File: config.mk
export PLATFORM = sky130hd
export DESIGN_NAME = gpio_input_controller
export DESIGN_NICKNAME = d
export VERILOG_FILES = /design/src/rtl/gpio_input_controller.sv
export SDC_FILE = /design/constraint.sdc
export NUM_CORES = 1
export LEC_CHECK = 0
export ABC_CLOCK_PERIOD_IN_PS = 1880
export CORE_ASPECT_RATIO = 0.6
export CORE_MARGIN = 5
export CORE_UTILIZATION = 35
export DETAILED_ROUTE_END_ITERATION = 16
export GPL_ROUTABILITY_DRIVEN = 1
export PLACE_DENSITY = 0.65
export SLEW_MARGIN = 20
export SYNTH_ARGS = -nofsm -noshare
export SYNTH_HDL_FRONTEND = slang
export SYNTH_SLANG_ARGS = --single-unit
File: constraint.sdc
create_clock -name clk -period 1.88 [get_ports clk]
set_input_delay 0.282 -clock clk [delete_from_list [all_inputs] [get_ports clk]]
set_output_delay 0.282 -clock clk [all_outputs]
set_load 0.05 [all_outputs]
File: src/rtl/gpio_input_controller.sv
// gpio_input_controller
// Read-side GPIO port. The external input bus passes through a two-flop
// synchronizer and a whole-bus debounce FSM. The debounced value and a
// ready/overrun status word are readable at two fixed data-memory addresses.
// read_hit steers the core's load mux towards rdata.

module gpio_input_controller #(
  parameter int unsigned           DATA_WIDTH      = 8,
  parameter int unsigned           ADDR_WIDTH      = 32,
  parameter int unsigned           DEBOUNCE_CYCLES = 4,
  parameter logic [ADDR_WIDTH-1:0] DATA_ADDR       = 32'h1001_0028,
  parameter logic [ADDR_WIDTH-1:0] STATUS_ADDR     = 32'h1001_002C
) (
  input  logic                  clk,
  input  logic                  reset,
  input  logic [ADDR_WIDTH-1:0] addr_ram,
  input  logic                  rd_en,
  input  logic [DATA_WIDTH-1:0] gpio_data_in,
  output logic [DATA_WIDTH-1:0] rdata,
  output logic                  read_hit,
  output logic                  ready_irq
);

  // One extra bit keeps the counter wide enough to hold DEBOUNCE_CYCLES-1
  // for any legal parameter value, including powers of two.
  localparam int unsigned      CNT_W    = $clog2(DEBOUNCE_CYCLES) + 1;
  localparam logic [CNT_W-1:0] CNT_ONE  = CNT_W'(1);
  localparam logic [CNT_W-1:0] CNT_LAST = CNT_W'(DEBOUNCE_CYCLES - 1);

  typedef enum logic {
    IDLE  = 1'b0,
    COUNT = 1'b1
  } state_t;

  state_t                  state;
  state_t                  state_nxt;
  logic [DATA_WIDTH-1:0]   sync1;
  logic [DATA_WIDTH-1:0]   sync2;
  logic [DATA_WIDTH-1:0]   candidate;
  logic [DATA_WIDTH-1:0]   candidate_nxt;
  logic [DATA_WIDTH-1:0]   stable_val;
  logic [DATA_WIDTH-1:0]   stable_nxt;
  logic [CNT_W-1:0]        cnt;
  logic [CNT_W-1:0]        cnt_nxt;
  logic                    commit;
  logic                    ready;
  logic                    overrun;
  logic                    data_rd;
  logic                    stat_rd;

  // Two-flop synchronizer on the asynchronous pins; only sync2 feeds logic.
  always_ff @(posedge clk) begin
    if (!reset) begin
      sync1 <= '0;
      sync2 <= '0;
    end else begin
      sync1 <= gpio_data_in;
      sync2 <= sync1;
    end
  end

  // Debounce FSM state register together with its candidate/count/value.
  always_ff @(posedge clk) begin
    if (!reset) begin
      state      <= IDLE;
      candidate  <= '0;
      cnt        <= '0;
      stable_val <= '0;
    end else begin
      state      <= state_nxt;
      candidate  <= candidate_nxt;
      cnt        <= cnt_nxt;
      stable_val <= stable_nxt;
    end
  end

  // Next-state logic: any bus change restarts the count; a value held for
  // DEBOUNCE_CYCLES consecutive samples commits. Returning to the committed
  // value abandons the attempt.
  always_comb begin
    state_nxt     = state;
    candidate_nxt = candidate;
    cnt_nxt       = cnt;
    stable_nxt    = stable_val;
    commit        = 1'b0;
    unique case (state)
      IDLE: begin
        if (sync2 != stable_val) begin
          candidate_nxt = sync2;
          cnt_nxt       = CNT_ONE;
          state_nxt     = COUNT;
        end
      end
      COUNT: begin
        if (sync2 == stable_val) begin
          cnt_nxt   = '0;
          state_nxt = IDLE;
        end else if (sync2 != candidate) begin
          candidate_nxt = sync2;
          cnt_nxt       = CNT_ONE;
        end else if (cnt == CNT_LAST) begin
          stable_nxt = candidate;
          cnt_nxt    = '0;
          commit     = 1'b1;
          state_nxt  = IDLE;
        end else begin
          cnt_nxt = cnt + CNT_ONE;
        end
      end
      default: begin
        state_nxt = IDLE;
      end
    endcase
  end

  // Address decode and zero-latency read mux; status carries ready at bit 0
  // and overrun at bit 1.
  always_comb begin
    data_rd  = rd_en && (addr_ram == DATA_ADDR);
    stat_rd  = rd_en && (addr_ram == STATUS_ADDR);
    read_hit = data_rd | stat_rd;
    rdata    = '0;
    if (data_rd) begin
      rdata = stable_val;
    end else if (stat_rd) begin
      rdata[0] = ready;
      rdata[1] = overrun;
    end
  end

  // Sticky flags: a commit sets ready and, when the previous value was never
  // read, overrun. A data read in the commit cycle consumes the old value,
  // so it is not an overrun. Sets win over read-side clears.
  always_ff @(posedge clk) begin
    if (!reset) begin
      ready   <= 1'b0;
      overrun <= 1'b0;
    end else begin
      if (commit) begin
        ready <= 1'b1;
      end else if (data_rd) begin
        ready <= 1'b0;
      end

      if (commit && ready && !data_rd) begin
        overrun <= 1'b1;
      end else if (stat_rd) begin
        overrun <= 1'b0;
      end
    end
  end

  assign ready_irq = ready;

endmodule

==> results.md <==
- Post-synth net total: 227
- Synth Area in Simple Gates: 27.0%
- Post-Route WL: 4640 um
- Tmin final: 1.86 ns
- Post-Synth XOR/XNOR Area: 8.34%
- CP max stage cell: or2_4
- Most common cell after layout, fill and taps aside: dfxtp_1
- Die Height: between 60 and 70 um
- F_max: between 500 and 600 MHz
- Share of cells above drive strength 1: 29.1%
- Syn Area/Cell: 9.18 um2
- Placed cells: 301
- # IOs: 53
- Post-synthesis mux area share: 1.19%
- Logic pwr share: 14.1%
- Crit Path Category: input pin to output pin
- Maximum VDD drop: 0.000483 V
- Status: completed
- Non-Filler Instances: 310
- CP Data Required Time: about 1.6 ns
- # rows: 19
- Pwr Density: 659 mW/mm2
- # fillers: about 440
- Antenna Cells: 0
- Final Skew: 0.00368 ns
- Final Hold Fails: 0
- #FFs+latches synth: 38
- Worst setup EP type: output pin
- Internal power: about 1.2 mW
- Post-Syn Instances: 183
- # port buffers: 52
- Core area: between 0.004 and 0.005 mm2
- Inserted Clock Buffers: 5
- Clock Power Share: 34.7%
- Register area: around 760 um2
- Initial Utilization: 36.4%
- Max Cap Violations: 0
- Post-synthesis adder-cell area fraction: 0.745%
- DRC Markers: 0
- Synth Warn #: 0
- Final instance area: approximately 0.0025 mm2
- # setup viols final: 0
- Power after layout: 1.67 mW
- Lkg Pwr: 0.956 nW
- Crit path cell chain: dlygate4sd2_1 > nor4_2 > nand4_1 > or2_4 > nor2_2 > buf_12
- Post-DP Area: 0.00242 mm2
- Largest fanout on the critical path: 5
- Routability cong.: 0.791
- GRT Total Usage: between 10% and 20%
- Final Max Slew Viols: 0
- EDFF count, synth: 0
- Hpwl dp: 3450 um
- Slew HR: between 60% and 70%
- Net Switching: 0.423 mW
- Seq pwr share: 51.2%
- Vias in the first global route: 1,439
- Crit share post-route: 99.0%
- Final nets: 290
- Synth Flop Type: dfxtp_1
- CP bufs+invs: 2
- Synth cell types: 34
- Vias: 1,539
- Sequential fraction of the synthesis area: 45.3%
- Actual slew at the worst max-slew pin: 0.499 ns
- Clk sinks: 38
- Largest net degree at the start of global routing: 21
- Die Area: 0.00633 mm2
- Area of the multi-input gates: around 970 um2
- CP startpoint kind: input pin
- Mapped cell area: 0.00168 mm2
- Crit path max-delay family: simple AND/OR/NAND/NOR gates
- Vias per cell: 4.96
- Ys async rst share: 0%
- Total congestion overflow: 0
- Worst hold path class: flip-flop to flip-flop
- Antenna viol nets, final: 0
- Longest Clk Path Bufs: 2
- Clk Latency, worst-skew pair: 0.29 ns
- Number of DRC markers in iteration 0: 101
- CP max stage delay: 0.31 ns
- Die X: 99.5 um
- CTS tree: yes
- Largest family of logic cells by synthesized area: simple AND/OR/NAND/NOR gates
- Per-cell routed wire length: 15.0 um
- Root Driver: clkbuf_8
- Initial antenna violation count: 0
- Most frequent cells in the layout: dfxtp_1 (38), o21ai_0 (19), a21oi_1 (18)
- Syn-to-layout area delta: 50.6%
- Clock-pin slew on the worst setup and hold paths: approximately 0.07 ns
- Switching share of power: 25.3%
- Compound-Gate Fraction of Synth Area: 13.7%
- Setup tns final: 0 ns
- First-pass GRT wire length: 7510 um
- WP data arrival: between 1.5 and 2 ns
- DRT Pass-1 Iters: 4
- H-tree depth: 2
[stage by stage]
stage / hold WS [ns] / util, % / setup WS, ns
floorplan: 0.409 / - / -0.0402
global placement: 0.415 / 52.4 / -0.286
detailed placement: 0.419 / 52.4 / -0.325
CTS: 0.436 / 55.8 / 0.00140
global route: 0.444 / 54.9 / -0.0915
finish: 0.434 / 54.9 / 0.0179
[area by class of cell]
class / instances / share of cell area [%]
Clock inverter: 2 / 0.494
Multi-Input combinational cell: 132 / 38.2
Tap cell: 63 / 3.11
Clock buffer: 6 / 3.26
Timing Repair Buffer: 66 / 24.5
Inverter: 3 / 0.445
Sequential cell: 38 / 30.1
[cells in the mapped netlist (all sizes together) (2+ instances only)]
cell type  instances  area share, %
nand4             13            4.8
nor2               5            1.1
clkbuf             5            1.1
xnor2             16            8.3
o211a              2            1.2
or2                2           0.75
inv                2           0.45
nand3             10            3.0
and2              23            8.6
a21oi             18            5.4
dfxtp             38             45
buf                5            1.9
nor3               3            1.2
o21ai             19            5.7
mux2i              2            1.2
nor4               4            1.5
nor4b              5            3.4
[sequential cells by signal (all words and copies together) (netlist names)]
signal      count
candidate       8
cnt             3
overrun         1
ready_irq       1
stable_val      8
state           1
sync1           8
sync2           8
[cells by family (layout without fill, tap and decap cells)]
kind of cell	Yosys count	in the layout
and+or+nand+nor	71	71
AOI/OAI and AO/OA	42	42
DFF	38	38
xor gates and xnor gates	16	16
buffers and inverters	13	77
muxes	2	2
adders and majority gates	1	1
[metal layers]
layer | routed length (um) | share of wire (%) | up-vias | track usage (%)
li1 | - | - | 778 | -
met1 | 2480 | 54 | 706 | 24.1
met2 | 1810 | 39 | 55 | 19.2
met3 | 343 | 7.4 | 0 | 5.07
met4 | 0 | 0 | 0 | 2.04
met5 | 0 | 0 | - | 0
[power groups by stage]
stage          Combinational [mW]  Sequential [mW]  Clock [mW]
3_3_place_gp                0.239            0.872           0
2_1_floorplan               0.120            0.866           0
5_1_grt                     0.256            0.858       0.642
3_5_place_dp                0.244            0.872           0
4_1_cts                     0.234            0.853       0.598
6_report                    0.235            0.854       0.580
[repair_timing]
| action | in CTS | in global routing |
|---|---|---|
| pin swaps | 11 | 11 |
| endpoints found under the setup margin | 9 | 9 |
| buffers inserted | 1 | 0 |
| resized for setup | 62 | 38 |
| hold endpoints to repair | 0 | 0 |
| hold buffers | 0 | 0 |
[final timing paths]
check,to,start,slack (ns),cells after the start
setup / recovery,rdata[1],addr_ram[23],0.02,6
hold / removal,sync2[4],sync1[4],0.43,1
hold reg to reg,sync2[4],sync1[4],0.43,1
setup reg to reg,cnt[1],sync2[3],0.17,5
[worst register-to-register path, stage by stage, from the launching register on]
cell and delay, ns:
dfxtp_1 0.43, xnor2_1 0.15, nand3_1 0.14, or3_4 0.52, nor4b_2 0.30, o21a_1 0.13
No activity file was read; power rests on OpenSTA's default activity.
